`src/rtl/pll_mon_pkg.sv`:
```
`default_nettype none
// ============================================================================
// pll_mon_pkg : channel state encoding, width helpers, parameter legality
// Rev 1.0
// ============================================================================
package pll_mon_pkg;

   typedef enum logic [1:0] {
      ST_RST       = 2'd0,
      ST_WAIT_LOCK = 2'd1,
      ST_LOCKED    = 2'd2,
      ST_FAIL      = 2'd3
   } chan_state_e;

   function automatic int clog2(input int value);
      int res;
      res = 0;
      for (int i = 0; i < 31; i++) begin
         if ((1 << i) < value) res = i + 1;
      end
      return res;
   endfunction

   // Width able to hold 0..max_val, never narrower than one bit.
   function automatic int cnt_width(input int max_val);
      int w;
      w = clog2(max_val + 1);
      return (w < 1) ? 1 : w;
   endfunction

   function automatic bit params_legal(input int num_ch, input int sync_stages,
                                       input int stable_cyc, input int timeout_cyc,
                                       input int rst_cyc, input int max_retry,
                                       input int cnt_w);
      return (num_ch >= 1) && (sync_stages >= 2) && (stable_cyc >= 1) &&
             (timeout_cyc > stable_cyc) && (rst_cyc >= 1) &&
             (max_retry >= 0) && (cnt_w >= 1);
   endfunction

endpackage
`default_nettype wire

```
`src/rtl/pll_lock_chan.sv`:
```
`default_nettype none
// ============================================================================
// pll_lock_chan : one supervised PLL - lock synchronizer, FSM, retry, loss stats
// Rev 1.0
// ============================================================================
module pll_lock_chan
   import pll_mon_pkg::*;
#(
   parameter int SYNC_STAGES = 3,
   parameter int STABLE_CYC  = 16,
   parameter int TIMEOUT_CYC = 4096,
   parameter int RST_CYC     = 8,
   parameter int MAX_RETRY   = 3,
   parameter int CNT_W       = 8
) (
   input  logic             clkin1,
   input  logic             rst,
   input  logic             lock_in,
   input  logic             clr_i,
   output logic             pll_rst_o,
   output logic             locked_o,
   output logic             loss_o,
   output logic             fail_o,
   output logic [CNT_W-1:0] loss_cnt_o
);

   localparam int RST_W    = cnt_width(RST_CYC);
   localparam int STABLE_W = cnt_width(STABLE_CYC);
   localparam int TO_W     = cnt_width(TIMEOUT_CYC);
   localparam int RETRY_W  = cnt_width(MAX_RETRY);

   logic [SYNC_STAGES-1:0] sync_q, sync_d;
   logic                   lock_s;
   chan_state_e            state_q, state_d;
   logic [RST_W-1:0]       rst_cnt_q, rst_cnt_d;
   logic [STABLE_W-1:0]    stable_q, stable_d;
   logic [TO_W-1:0]        to_q, to_d;
   logic [RETRY_W-1:0]     retry_q, retry_d;
   logic                   loss_q, loss_d;
   logic [CNT_W-1:0]       loss_cnt_q, loss_cnt_d;
   logic                   pll_rst_q, pll_rst_d;
   logic                   locked_q, locked_d;
   logic                   fail_q, fail_d;
   logic                   loss_event;

   assign lock_s = sync_q[SYNC_STAGES-1];

   always_ff @(posedge clkin1 or posedge rst) begin
      if (rst) begin
         sync_q     <= '0;
         state_q    <= ST_RST;
         rst_cnt_q  <= '0;
         stable_q   <= '0;
         to_q       <= '0;
         retry_q    <= '0;
         loss_q     <= 1'b0;
         loss_cnt_q <= '0;
         pll_rst_q  <= 1'b1;
         locked_q   <= 1'b0;
         fail_q     <= 1'b0;
      end else begin
         sync_q     <= sync_d;
         state_q    <= state_d;
         rst_cnt_q  <= rst_cnt_d;
         stable_q   <= stable_d;
         to_q       <= to_d;
         retry_q    <= retry_d;
         loss_q     <= loss_d;
         loss_cnt_q <= loss_cnt_d;
         pll_rst_q  <= pll_rst_d;
         locked_q   <= locked_d;
         fail_q     <= fail_d;
      end
   end

   always_comb begin
      sync_d     = {sync_q[SYNC_STAGES-2:0], lock_in};
      state_d    = state_q;
      rst_cnt_d  = '0;
      stable_d   = '0;
      to_d       = '0;
      retry_d    = retry_q;
      loss_d     = loss_q;
      loss_cnt_d = loss_cnt_q;
      loss_event = 1'b0;

      unique case (state_q)
         ST_RST: begin
            if (rst_cnt_q == RST_W'(RST_CYC - 1)) state_d = ST_WAIT_LOCK;
            else                                  rst_cnt_d = rst_cnt_q + 1'b1;
         end
         ST_WAIT_LOCK: begin
            // Lock completion is tested first so it wins over a coincident timeout.
            if (lock_s && (stable_q == STABLE_W'(STABLE_CYC - 1))) begin
               state_d = ST_LOCKED;
               retry_d = '0;
            end else if (to_q == TO_W'(TIMEOUT_CYC - 1)) begin
               if (retry_q < RETRY_W'(MAX_RETRY)) begin
                  retry_d = retry_q + 1'b1;
                  state_d = ST_RST;
               end else begin
                  state_d = ST_FAIL;
               end
            end else begin
               stable_d = lock_s ? stable_q + 1'b1 : '0;
               to_d     = to_q + 1'b1;
            end
         end
         ST_LOCKED: begin
            if (!lock_s) begin
               loss_event = 1'b1;
               state_d    = ST_RST;
               retry_d    = '0;
            end
         end
         ST_FAIL: begin
            if (clr_i) begin
               state_d = ST_RST;
               retry_d = '0;
            end
         end
      endcase

      // Clear first, then apply the loss so a coincident loss is never dropped.
      if (clr_i) begin
         loss_d     = 1'b0;
         loss_cnt_d = '0;
      end
      if (loss_event) begin
         loss_d = 1'b1;
         if (loss_cnt_d != {CNT_W{1'b1}}) loss_cnt_d = loss_cnt_d + 1'b1;
      end

      pll_rst_d = (state_d == ST_RST) || (state_d == ST_FAIL);
      locked_d  = (state_d == ST_LOCKED);
      fail_d    = (state_d == ST_FAIL);
   end

   assign pll_rst_o  = pll_rst_q;
   assign locked_o   = locked_q;
   assign loss_o     = loss_q;
   assign fail_o     = fail_q;
   assign loss_cnt_o = loss_cnt_q;

endmodule
`default_nettype wire

```
`src/rtl/pll_lock_monitor.sv`:
```
`default_nettype none
// ============================================================================
// pll_lock_monitor : NUM_CH PLL lock supervisors plus registered health summary
// Rev 1.0
// ============================================================================
module pll_lock_monitor
   import pll_mon_pkg::*;
#(
   parameter int NUM_CH      = 4,
   parameter int SYNC_STAGES = 3,
   parameter int STABLE_CYC  = 16,
   parameter int TIMEOUT_CYC = 4096,
   parameter int RST_CYC     = 8,
   parameter int MAX_RETRY   = 3,
   parameter int CNT_W       = 8
) (
   input  logic                    clkin1,
   input  logic                    rst,
   input  logic [NUM_CH-1:0]       lock_in,
   input  logic                    clr_i,
   output logic [NUM_CH-1:0]       pll_rst_o,
   output logic [NUM_CH-1:0]       locked_o,
   output logic [NUM_CH-1:0]       loss_o,
   output logic [NUM_CH-1:0]       fail_o,
   output logic [NUM_CH*CNT_W-1:0] loss_cnt_o,
   output logic                    all_locked_o,
   output logic                    chk_ok_o
);

   if (!params_legal(NUM_CH, SYNC_STAGES, STABLE_CYC, TIMEOUT_CYC,
                     RST_CYC, MAX_RETRY, CNT_W)) begin : g_param_check
      $error("pll_lock_monitor: illegal parameter combination");
   end

   for (genvar i = 0; i < NUM_CH; i++) begin : g_chan
      pll_lock_chan #(
         .SYNC_STAGES (SYNC_STAGES),
         .STABLE_CYC  (STABLE_CYC),
         .TIMEOUT_CYC (TIMEOUT_CYC),
         .RST_CYC     (RST_CYC),
         .MAX_RETRY   (MAX_RETRY),
         .CNT_W       (CNT_W)
      ) u_chan (
         .clkin1     (clkin1),
         .rst        (rst),
         .lock_in    (lock_in[i]),
         .clr_i      (clr_i),
         .pll_rst_o  (pll_rst_o[i]),
         .locked_o   (locked_o[i]),
         .loss_o     (loss_o[i]),
         .fail_o     (fail_o[i]),
         .loss_cnt_o (loss_cnt_o[i*CNT_W +: CNT_W])
      );
   end

   logic all_locked_q, all_locked_d;
   logic chk_ok_q, chk_ok_d;

   always_comb begin
      all_locked_d = &locked_o;
      chk_ok_d     = (&locked_o) & ~(|loss_o);
   end

   always_ff @(posedge clkin1 or posedge rst) begin
      if (rst) begin
         all_locked_q <= 1'b0;
         chk_ok_q     <= 1'b0;
      end else begin
         all_locked_q <= all_locked_d;
         chk_ok_q     <= chk_ok_d;
      end
   end

   assign all_locked_o = all_locked_q;
   assign chk_ok_o     = chk_ok_q;

endmodule
`default_nettype wire

```
`config.mk`:
```
export PLATFORM = sky130hd
export DESIGN_NAME = pll_lock_monitor
export DESIGN_NICKNAME = d
export VERILOG_FILES = /design/src/rtl/pll_mon_pkg.sv /design/src/rtl/pll_lock_chan.sv /design/src/rtl/pll_lock_monitor.sv
export SDC_FILE = /design/constraint.sdc
export NUM_CORES = 1
export LEC_CHECK = 0
export BUFFER_PORTS_ARGS = -buffer_cell sky130_fd_sc_hd__buf_2
export CAP_MARGIN = 20
export CORE_MARGIN = 10
export CORE_UTILIZATION = 31
export DETAILED_ROUTE_END_ITERATION = 12
export SKIP_CTS_REPAIR_TIMING = 1
export SLEW_MARGIN = 25
export SYNTH_ARGS = -nofsm -noshare
export SYNTH_HDL_FRONTEND = slang
export SYNTH_SLANG_ARGS = --single-unit
```
`constraint.sdc`:
```
create_clock -name clkin1 -period 10.3 [get_ports clkin1]
set_input_delay 2.06 -clock clkin1 [delete_from_list [all_inputs] [get_ports clkin1]]
set_output_delay 2.06 -clock clkin1 [all_outputs]
set_load 0.02 [all_outputs]
```
==> results.txt, run 1 <==
- Status: complete, no violations
- The die is between 150 and 200 um wide.
* Number of placement rows: 58
* Layout overhead on the synthesized area: 14.0%
- The first global-routing pass estimated between 20 and 30 mm of wire.
- The number of nets handed over by synthesis was between 700 and 800.
- Total GRT Usage: 0.105
- The worst register-to-register path ends at g_chan[0].u_chan.retry_q[1].
- For this design the static power due to leakage is 4.06 nW.
- The detail route stage leaves a number of antenna-violating nets equal to 0.
* Top FF cell, synth: dfrtp_1
- Static timing analysis puts the maximum clock frequency at between 200 and 300 MHz.
* Most Crowded Layer GR: met2
- Buffer depth of the longest clock path: 2
- The largest total area in the synthesized netlist belongs to dfrtp_1.
- Synthesized area divided by synthesized cell count: 10.3 um2
- Summing over every cut layer, the via total after detailed routing is around 5.4k.
* Number of synthesized flops with an enable pin: 0
- In the finished design, the share of the clock period the worst path needs comes to 0.370.
* IO buf count: between 50 and 60
- The max-slew violation total from the final report was 0.
- Synth unique cells: 58
* Gp weighted congestion: 0.766
- Of all nets on the critical path, the largest fanout is 39.
- Worst R2R Setup Slack: about 8.0 ns
- Number of diodes added for antenna fixing: 0
- The root buffer cell chosen for the clock tree is clkbuf_16.
* Cts bufs inserted: 17
- Number of levels in the clock H-tree: 4
* Worst voltage drop across the vdd grid: roughly 0.12 mV
- The share of total power dissipated in sequential elements is 0.483.
* Hold violation count in the final report: 0
- The tightest min-delay check is of the reg2reg type.
* Gate count after technology mapping: 758
- Critical setup path kind: in2reg
* WHS Endpoint: g_chan[1].u_chan.sync_q[1]
- Starting density of the core: 0.312
- In this run the vertical extent of the chip is between 150 and 200 um.
- Worst Setup Start Kind: input pin
- For met3 alone, demand over resource in global routing was 0.0297.
- Relative contribution of combinational cells to total power: 0.140
- For this run, global-route usage on met2 was measured as 0.162.
- Cell count of the worst hold path: 0
- Area of the die: approximately 0.032 mm2
- P per Cell Area: about 190 mW/mm2
- Layout net count: around 840
- Clock slew at the register clock pins of the worst setup and hold paths: 0.07 ns
* Setup repair after global routing missed its margin: no
* Aggregate routed wire length: approximately 16 mm
- The startpoint identified for the worst register-to-register timing path is g_chan[0].u_chan.to_q[0].
* TritonCTS clock tree: done
* Global Route met1 Usage: 0.138
- PnR worst setup slack: between 6 and 7 ns
* Fraction of final layout cells with drive strength greater than 1: 0.128
- Cell at the slowest stage of the critical path: o41ai_2
- In the routed design, unresolved DRC markers number 0.
- Dividing the detail-routed via count by the number of cells gives 4.75.
- Synthesis Warnings: 0
* Largest net degree at the start of global routing: 95
- Vias in the first global route: approximately 5.5k
- Traced cell by cell, the critical path runs through buf_2 > nor2b_1 > ha_1 > nand3b_1 > o41ai_2 > mux2_2.
* Launch point of the worst hold path: g_chan[1].u_chan.sync_q[0]
- Measured against its own limit, the worst slew margin works out to 0.425.
* Share of Yosys cell area claimed by the top area cell type: 0.518
- Top cells by area in the synthesized netlist: dfrtp_1, ha_1, nor2_1, xnor2_1, nand3_1
- Before CTS, the worst setup slack after placement is 6.04 ns.
* Core area: around 0.025 mm2
- Share of synthesized registers carrying an async set or reset: 1.00
- The number of antenna violations at the first check in global routing was 0.
- Detailed router's first-iteration violation count: slightly below 300
- Syn Std Cell Area: 0.00782 mm2
- At the worst endpoint, the arrival time is roughly 4.1 ns.
- In this design, the stage delay of the slowest critical-path cell is 0.64 ns.
- Routed length per instance: 13.9 um
- Clock latency on the worst-skew pair, taken at its later pin, is 0.42 ns.
- The total overflow left after global routing is 0.
- Cells on worst reg2reg path: 5
* Net switching power figure: just under 500 uW
- Placed wire-length estimate after detailed placement: between 10 and 15 mm
- Fraction of the yosys area taken by sequential cells: 0.532
* Sinks on Clock Net: ~170
* Detailed-routing iteration count for the pre-antenna-repair pass: 4
- FF+latch count, synth: 166
* Fin Clk Skew: 0.00723 ns
- Tmin final: 3.81 ns
- Worst-Margin Slew: between 0.8 and 0.9 ns
- In the final timing run, aggregate negative setup slack is 0 ns.
- Boundary Pins: 57
- The share of total power dissipated in the clock network is 0.377.
- Setup violations remaining at the end of the flow were counted as 0.
- STA classifies the critical path endpoint as a register.
* Required time at the worst-slack endpoint: 10.61 ns
- Across the run, the number of max-cap violations was 0.
- Net Sw Frac: 0.294
* Internal portion of total power: between 1 and 1.5 mW
-- worst max path at each step --
stage / depth (start not counted) / to / start / slack, ns
after global placement: 6 / g_chan[2].u_chan.loss_cnt_o[1] / clr_i / 6.09
after floorplan: 1 / all_locked_o / rst / 3.76
final: 6 / g_chan[2].u_chan.loss_cnt_o[1] / clr_i / 6.49
after detailed placement: 6 / g_chan[2].u_chan.loss_cnt_o[1] / clr_i / 6.04
after global routing: 6 / g_chan[2].u_chan.loss_cnt_o[1] / clr_i / 6.32
after CTS: 6 / g_chan[2].u_chan.loss_cnt_o[1] / clr_i / 6.50
-- cells in the final DEF, fill, tap and decap left out, types with 6 or more instances in the layout --
cell type / instances
a21oi_1: 28
ha_1: 32
nand2_1: 55
clkbuf_16: 17
nand3_1: 44
buf_2: 56
o21ai_0: 15
nor2_1: 98
a21o_1: 8
dfrtp_1: 162
a31oi_1: 7
or4_1: 6
or3_1: 6
and4_1: 6
mux2i_1: 7
and3_1: 13
nor4_1: 16
nor3_1: 24
xnor2_1: 42
xor2_1: 20
inv_1: 27
nand4_1: 12
nor2b_1: 16
and2_1: 8
-- per-layer routing --
metal  up-vias  wire length, um
met4         0              176
met5         -                0
met3        15              622
met2        64             7270
met1      2631             7760
li1       2717                -
-- synthesized netlist by cell type (all sizes together) (2+ instances only) --
cell    instances
nand4b          3
and2            8
nor4           16
o211a           2
and3           13
nor4b           2
o21ai          16
a21oi          28
a211oi          4
nand3b          5
o311a           3
buf            19
a21boi          3
dfrtp         162
a311oi          4
dfstp           4
mux2            5
or3b            4
a31oi           7
and3b           3
nand3          44
nor3b           5
nand2          55
xnor2          42
ha             32
nand2b          5
xor2           20
a21o            8
or3             6
o22ai           2
or4             6
clkbuf         16
nand4          13
mux2i           7
nor3           24
nor2           98
inv            28
and4            6
nor2b          16
-- critical path: cells and delay by family --
| kind | cells | cell delay (ns) |
|---|---|---|
| multiplexers | 1 | 0.40 |
| adder cells (fa/ha/maj) | 1 | 0.24 |
| AO/OA/AOI/OAI | 1 | 0.64 |
| buffers and inverters | 1 | 0.34 |
| AND/OR/NAND/NOR | 2 | 0.43 |
-- flip-flops by register name (all words and copies together), names as in the netlist, 8 cells and up --
signal                    cells
g_chan.u_chan.to_q           52
g_chan.u_chan.loss_cnt_o     32
g_chan.u_chan.stable_q       20
g_chan.u_chan.rst_cnt_q      16
g_chan.u_chan.sync_q         12
g_chan.u_chan.retry_q         8
g_chan.u_chan.state_q         8
-- cell type report --
type / count / area [um2]
clock buffer: 18 / 429
clock inverter: 14 / 150
tap: 330 / 413
inverter: 28 / 110
fill: 2481 / 16100
multi-input combinational: 529 / 3360
timing repair buffer: 57 / 292
sequential: 166 / 4160
-- cells by family (layout without fill, tap and decap cells) --
group	count (synthesis)	after routing	synth area share
compound gates	90	90	0.0763
xor+xnor	62	62	0.0694
fa+ha+maj	32	32	0.0512
buf+inv	63	117	0.0382
flops	166	166	0.532
mux	12	12	0.0162
simple gates	333	333	0.217
-- power groups by stage --
stage | Clock (mW) | Sequential [mW] | Combinational (mW)
after global routing | 0.678 | 0.816 | 0.271
final | 0.627 | 0.804 | 0.234
after detailed placement | 0 | 0.815 | 0.238
after global placement | 0 | 0.815 | 0.234
after CTS | 0.647 | 0.805 | 0.239
after floorplan | 0 | 0.783 | 0.209
-- through the flow --
step / total power, mW / hold WS [ns] / instance area [um2] / instances / util
floorplan: 0.993 / 0.331 / 7820 / 758 / -
global placement: 1.05 / 0.333 / 8330 / 1110 / 0.333
detailed placement: 1.05 / 0.336 / 8330 / 1110 / 0.333
CTS: 1.69 / 0.349 / 8910 / 1142 / 0.356
global route: 1.76 / 0.354 / 8910 / 1142 / 0.356
finish: 1.66 / 0.349 / 8910 / 1142 / 0.356
Power figures use the tool's default switching activity.
==> run 2, diff against run 1 <==
==> constraint.sdc (replaced) <==
create_clock -name clkin1 -period 3.65 [get_ports clkin1]
set_input_delay 0.73 -clock clkin1 [delete_from_list [all_inputs] [get_ports clkin1]]
set_output_delay 0.73 -clock clkin1 [all_outputs]
set_load 0.02 [all_outputs]
==> run 2 against run 1 <==
Net effect: count of clock-buffer cells in the layout is 6 higher; first-iteration DRC count is 25% higher; combinational power grew to 2.9 times the previous value; critical path depth stayed put.
==> results.txt, run 2 (synthesized netlist as in run 1, its figures left out) <==
- The flow ran to the end, and the final reports show no timing, DRC or antenna violations.
- Placed wire-length estimate after detailed placement: ~11 mm
* Met2 routed wirelength: 7.15 mm
- Counting tap cells, the placed design contains a total of between 1k and 1.5k instances.
- Once detail routing completed, the nets flagged for antenna violations numbered 0.
- CTS root buf: clkbuf_16
- Data on the critical path is required at its endpoint by ~4.0 ns.
- The worst setup path is of the in2reg kind.
- Setup Viol. Count Final: 0
- The H-tree was split into 4 levels.
- Overflow after GRT: 0
- Summed over all cells, the static leakage comes to between 4 and 5 nW.
- Entering global routing, the biggest net connects approximately 170 pins.
- The clock reaches the later pin of the worst-skew pair after 0.42 ns.
* Area of the die: between 0.03 and 0.04 mm2
- The repair_antennas step left the layout with diodes totalling 0.
- Headroom to the max-slew limit came out at 0.398.
- For this run, the top clock speed supported by timing is 424 MHz.
* Most flop-heavy register: g_chan.u_chan.to_q
- IO buf count: 56
- In this run, CTS created clock tree buffers numbering 17.
* Cell family with the largest share of critical-path delay: compound AO/OA/AOI/OAI gates
- Worst hold slack: 0.346 ns
- Buffer depth of the longest clock path: 2
- The congestion estimate from routability-driven global placement came to 0.760.
* Total GRT Usage: 0.105
- Counting I/O delays and the setup requirement, the final critical path takes approximately 2.4 ns.
- The die is ~180 um wide.
- Sinks on Clock Net: 166
* Number of pins exceeding their max-slew limit in the final report: 0
* Hold violation count in the final report: 0
- IR analysis of the VDD net gives a maximum drop of between 0.2 and 0.3 mV.
* Layout net count: 840
* Fin Clk Skew: 0.0112 ns
* Boundary Pins: 57
* Critical path buffers and inverters: 1
* Aggregate routed wire length: approximately 16 mm
- Number of flip-flops in the largest register: 52
- The initial utilization of the core area, before any placement, comes to 0.312.
- First-pass GRT wire length: 27.1 mm
- The floorplan step set the die height to between 150 and 200 um.
- The number of global-route vias before repair was roughly 5.4k.
- In the final routing, the length of wire on met1 measures 7.88 mm.
- CP Capture Type: register
- Detailed router's first-iteration violation count: 370
- The area growth from synthesis to layout is 14.1%.
- Across the run, the number of max-cap violations was 0.
- Most frequent standard cell in the layout excluding fill and tap cells: dfrtp_1
- Largest driver fanout on the critical path: 18
- The number of antenna violations at the first check in global routing is 0.
* Core area: between 0.02 and 0.03 mm2
- TritonCTS clock tree: done
- STA classifies the critical path startpoint as an input pin.
- Number of placement rows: 58
- Non-filler cells in the finished layout: between 1k and 1.5k
* Fraction of final layout cells with drive strength greater than 1: 0.128
* Worst slack at placement: 0.873 ns
* Via/cell ratio: roughly 4.8
- Min-delay worst type: reg2reg
- Before antenna repair, the detailed router went through 4 iterations.
* Drt drc: 0
- Total via count after detailed routing: 5511
- Setup TNS: 0 ns
- Amount of wire on met3 after detailed routing: between 600 and 700 um
- STA puts the critical path data arrival time at 2.67 ns.
* Cell at the slowest stage of the critical path: o41ai_2
- Traced cell by cell, the critical path runs through buf_2 > nor2b_1 > ha_1 > nand3b_1 > o41ai_2 > mux2_2.
- After clock tree synthesis, the clock-pin slew on the worst setup and hold paths is approximately 0.070 ns.
- Routed signal wires occupy layers up through met4.
- PnR worst setup slack: 1.29 ns
- Most used cells in the layout excluding fill and tap cells: dfrtp_1, nor2_1, buf_2
- Power spread over the standard cell area amounts to 522 mW/mm2.
- The completed layout was analyzed and its total power is between 4 and 5 mW.
- Setup repair after global routing missed its margin: no
- In the finished design, the share of the clock period the worst path needs comes to 0.646.
* Worst-Margin Slew: 0.904 ns
- Routed length per instance: 13.9 um
- For this run, the slowest stage of the critical path takes around 0.70 ns.
## run 2: stage by stage
step | area (um2) | utilization
6_report | 8920 | 0.356
5_1_grt | 8920 | 0.356
4_1_cts | 8920 | 0.356
3_5_place_dp | 8360 | 0.334
3_3_place_gp | 8360 | 0.334
2_1_floorplan | 7820 | -
## run 2: final timing paths
path                                              startpoint                        endpoint  slack [ns]  cells after the start
worst max-delay path                                   clr_i  g_chan[2].u_chan.loss_cnt_o[1]        1.29                      6
worst min-delay path              g_chan[1].u_chan.sync_q[0]      g_chan[1].u_chan.sync_q[1]        0.35                      0
worst max register to register  g_chan[3].u_chan.stable_q[0]      g_chan[3].u_chan.pll_rst_o        1.38                      7
worst min register to register    g_chan[1].u_chan.sync_q[0]      g_chan[1].u_chan.sync_q[1]        0.35                      0
max in group asynchronous                                rst       g_chan[2].u_chan.to_q[10]        2.42                      3
min in group asynchronous                                rst                    all_locked_o        0.56                      3
## run 2: area by class of cell
type                            count  area, um2
Sequential cell                   166       4160
Multi-Input combinational cell    529       3360
Inverter                           28        109
Clock inverter                      8       75.1
Clock buffer                       24        492
Tap cell                          330        413
Fill cell                        2501      16100
Timing Repair Buffer               59        315
## run 2: report_power, final
| part | switching [mW] | total, mW | internal [mW] |
|---|---|---|---|
| sequential | 0.214 | 2.26 | 2.05 |
| clock | 0.715 | 1.72 | 1.01 |
| combinational | 0.411 | 0.675 | 0.264 |
## run 2: worst register-to-register path, cell delays in order (launching register included)
cell	delay, ns
dfrtp_1	0.39
ha_1	0.23
and3_1	0.20
ha_1	0.22
a21oi_1	0.31
nand2_1	0.22
o221a_2	0.35
ha_1	0.27
## run 2: layer usage
layer	GRT usage	vias up
li1	-	2725
met1	0.143	2692
met2	0.158	84
met3	0.0284	10
met4	0.0372	0
met5	0	-
==> run 3, diff against run 2 <==
--- a/config.mk
+++ b/config.mk
@@ -5,6 +5,7 @@
 export SDC_FILE = /design/constraint.sdc
 export NUM_CORES = 1
 export LEC_CHECK = 0
+export ABC_AREA = 1
 export BUFFER_PORTS_ARGS = -buffer_cell sky130_fd_sc_hd__buf_2
 export CAP_MARGIN = 20
 export CORE_MARGIN = 10
==> constraint.sdc (replaced) <==
create_clock -name clkin1 -period 2.17 [get_ports clkin1]
set_input_delay 0.434 -clock clkin1 [delete_from_list [all_inputs] [get_ports clkin1]]
set_output_delay 0.434 -clock clkin1 [all_outputs]
set_load 0.02 [all_outputs]
==> run 3 against run 2 <==
Net effect: sequential power is 79% higher; critical path depth is 4 higher; final cell count is 24% higher; largest cell class unchanged; clock power is 76% higher; largest power group unchanged; highest routed layer unchanged; first-iteration DRC count is 6.2% higher; via count is 13% higher; worst hold slack worse by 0.24 ns; count of clock-buffer cells in the layout is 1 lower; worst setup slack worse by 1.1 ns; cell area is 7.3% higher; clock skew is 0.0023 ns lower.
==> results.txt, run 3 <==
- Cells on worst reg2reg path: 10
- Layout overhead on the synthesized area: 14.1%
- In the layout the commonest cells are nand2_1, dfrtp_1, inv_1.
- First-pass GRT wire length: ~28 mm
- Top cells by area in the synthesized netlist: dfrtp_1, nand2_1, inv_1, nor2_1, ha_1
* Tmin final: ~2 ns
* Number of pins exceeding their max-slew limit in the final report: 0
- Detailed router's first-iteration violation count: ~390
* Slew margin rel.: 0.681
- Along the worst hold path, the cell count comes to 1.
- Share of synthesized registers carrying an async set or reset: 1.00
- The repair_antennas step left the layout with diodes totalling 0.
* Crit Reg-Reg Endpoint: g_chan[2].u_chan.pll_rst_o
* Synthesis Warnings: 0
- In the final design database the tool counted between 1k and 1.5k nets.
- For this configuration, the core starts out at a cell density of 0.313.
- The run finished with clean final reports.
* Routed length per instance: approximately 12 um
- Most common cell in the netlist: nand2_1
- The pre-antenna-repair detailed-routing pass consisted of 4 iterations.
- Entering global routing, the biggest net connects 86 pins.
* Leakage component of the power: slightly below 5 nW
* Critical Path End: g_chan[2].u_chan.pll_rst_o
- Boundary Pins: 57
- Tracing the worst setup path back leads to its startpoint at g_chan[2].u_chan.stable_q[0].
* Inst Count DP: around 1.4k
* Syn Std Cell Area: around 0.0084 mm2
* Clock slew at the register clock pins of the worst setup and hold paths: around 0.060 ns
* Required time at the worst-slack endpoint: ~2.5 ns
- At the end of routability-driven placement, the weighted congestion stood at about 0.84.
- Setup Viol. Count Final: 0
* Top cell type by total area after synthesis: dfrtp_1
* Most flop-heavy register: g_chan.u_chan.to_q
* Clock latency of the later-clocked register in the worst-skew pair: about 0.43 ns
- TritonCTS created 17 clock buffers.
* Number of placement rows: 60
- Most frequent standard cell in the layout excluding fill and tap cells: nand2_1
- Fin Clk Skew: around 0.0088 ns
* Vias in the first global route: roughly 6k
* Hold violation count in the final report: 0
* Synthesized area divided by synthesized cell count: 8.30 um2
- Storage element area: about 0.0042 mm2
- In this run, synthesis inferred 0 flip-flops with an integrated enable.
- Die Ht: ~180 um
- Fill cells in the final layout number ~2.7k.
- Overflow after GRT: 0
- Total via count after detailed routing: ~6.2k
- Critical setup path kind: reg2reg
- Sinks on Clock Net: roughly 170
- The tightest hold path in the finished design has a slack of 0.106 ns.
- TritonCTS built the clock tree.
* Worst R2R Setup Slack: approximately 0.22 ns
- Summing internal, switching and leakage power gives roughly 9.5 mW.
- Aggregate routed wire length: roughly 17 mm
* Number of antenna-violating nets in the routed design: 0
- P per Cell Area: 989 mW/mm2
- Multi-input combinational cell area: around 0.0034 mm2
- FF+latch count, synth: 166
- Worst Setup Start Kind: register
- Of the cells placed in the final design, the portion with a size suffix greater than 1 is 0.150.
- Width of the die: 184 um
* Min-delay worst type: in2reg
- The region available for standard cell placement spans roughly 0.027 mm2.
* Achievable clock frequency: about 500 MHz
- The register with the most flip-flops in the layout has 52 of them.
* Core utilization of the finished layout: 0.357
- Placed wire-length estimate after detailed placement: 12.1 mm
* Fraction of the yosys area taken by sequential cells: 0.496
* Leading cell types by count after synthesis: nand2_1, dfrtp_1, inv_1
- Along the worst path, the maximum fanout reaches 14.
- Across every metal layer, demand over resource in global routing totals 0.103.
- STA puts the critical path data arrival time at about 2.3 ns.
- Worst-Margin Slew: about 0.48 ns
- Dividing the detail-routed via count by the number of cells gives 4.38.
- Synthesis produced about 1.0k cells.
- Setup repair after global routing missed its margin: no
- CTS root buf: clkbuf_16
* Share of Yosys cell area claimed by the top area cell type: 0.483
- STA classifies the critical path endpoint as a register.
* Non-filler cells in the finished layout: 1424
- Maximum Capacitance Violations: 0
* Buffer depth of the longest clock path: 2
- CTS built an H-tree with a depth of 4.
- For this run, design rule violations remaining after detail routing come to 0.
* Synth unique cells: 37
* IO buf count: 56
- The startpoint identified for the worst register-to-register timing path is g_chan[2].u_chan.stable_q[0].
- Worst voltage drop across the vdd grid: about 0.59 mV
- Syn_nets: approximately 1.0k
- The most used flip-flop cell after synthesis is dfrtp_1.
- Final worst-path cycle share: 0.901
- Number of antenna violations at the first check in global routing: 0
* Area of the die: around 0.034 mm2
[run 3: where the power goes]
group	leakage [nW]	internal, mW	switching, mW
Combinational	2.31	0.811	1.60
Sequential	2.22	3.64	0.398
Clock	0.281	1.84	1.19
[run 3: through the flow]
stage	setup WS (ns)	setup TNS [ns]	instance area, um2
after floorplan	-0.374	-60.51	8390
after global placement	0.224	0	8980
after detailed placement	0.209	0	8980
after CTS	0.193	0	9560
after global routing	0.00121	0	9570
final	0.215	0	9570
[run 3: worst min path at each step]
stage	startpoint	endpoint
floorplan	g_chan[0].u_chan.sync_q[0]	g_chan[0].u_chan.sync_q[1]
global placement	g_chan[1].u_chan.sync_q[1]	g_chan[1].u_chan.sync_q[2]
detailed placement	rst	g_chan[2].u_chan.sync_q[0]
CTS	rst	g_chan[2].u_chan.sync_q[0]
global route	lock_in[0]	g_chan[0].u_chan.sync_q[0]
finish	lock_in[0]	g_chan[0].u_chan.sync_q[0]
[run 3: cells by family (layout without fill, tap and decap cells)]
| family | count (synthesis) | in the layout | synth area share |
|---|---|---|---|
| AND/OR/NAND/NOR | 542 | 542 | 0.293 |
| XOR/XNOR | 27 | 27 | 0.0282 |
| adder cells (fa/ha/maj) | 32 | 32 | 0.0477 |
| AO/OA/AOI/OAI | 56 | 56 | 0.0363 |
| buffers and inverters | 187 | 260 | 0.0991 |
| flip-flops | 166 | 166 | 0.496 |
[run 3: final cells by class]
cell class / instances / area share
clock inverter: 9 / 0.0135
sequential: 166 / 0.434
multi-input combinational: 657 / 0.355
tap: 341 / 0.0446
clock buffer: 23 / 0.0478
inverter: 161 / 0.0640
timing repair buffer: 67 / 0.0408
[run 3: worst max-delay path: stages (launching register included)]
cell and delay [ns]:
dfrtp_1 0.40, ha_1 0.22, and3_1 0.19, ha_1 0.17
nand2_1 0.12, nand2_1 0.08, inv_1 0.08, nand2_2 0.18
nand2_1 0.13, nor2_2 0.05, ha_1 0.27
[run 3: routing by layer]
metal,vias up,wire (um),GRT usage,share of wire
li1,3261,-,-,-
met1,2865,8140,0.131,0.49
met2,84,7450,0.162,0.45
met3,23,733,0.0272,0.044
met4,0,291,0.0416,0.018
met5,-,0,0,0
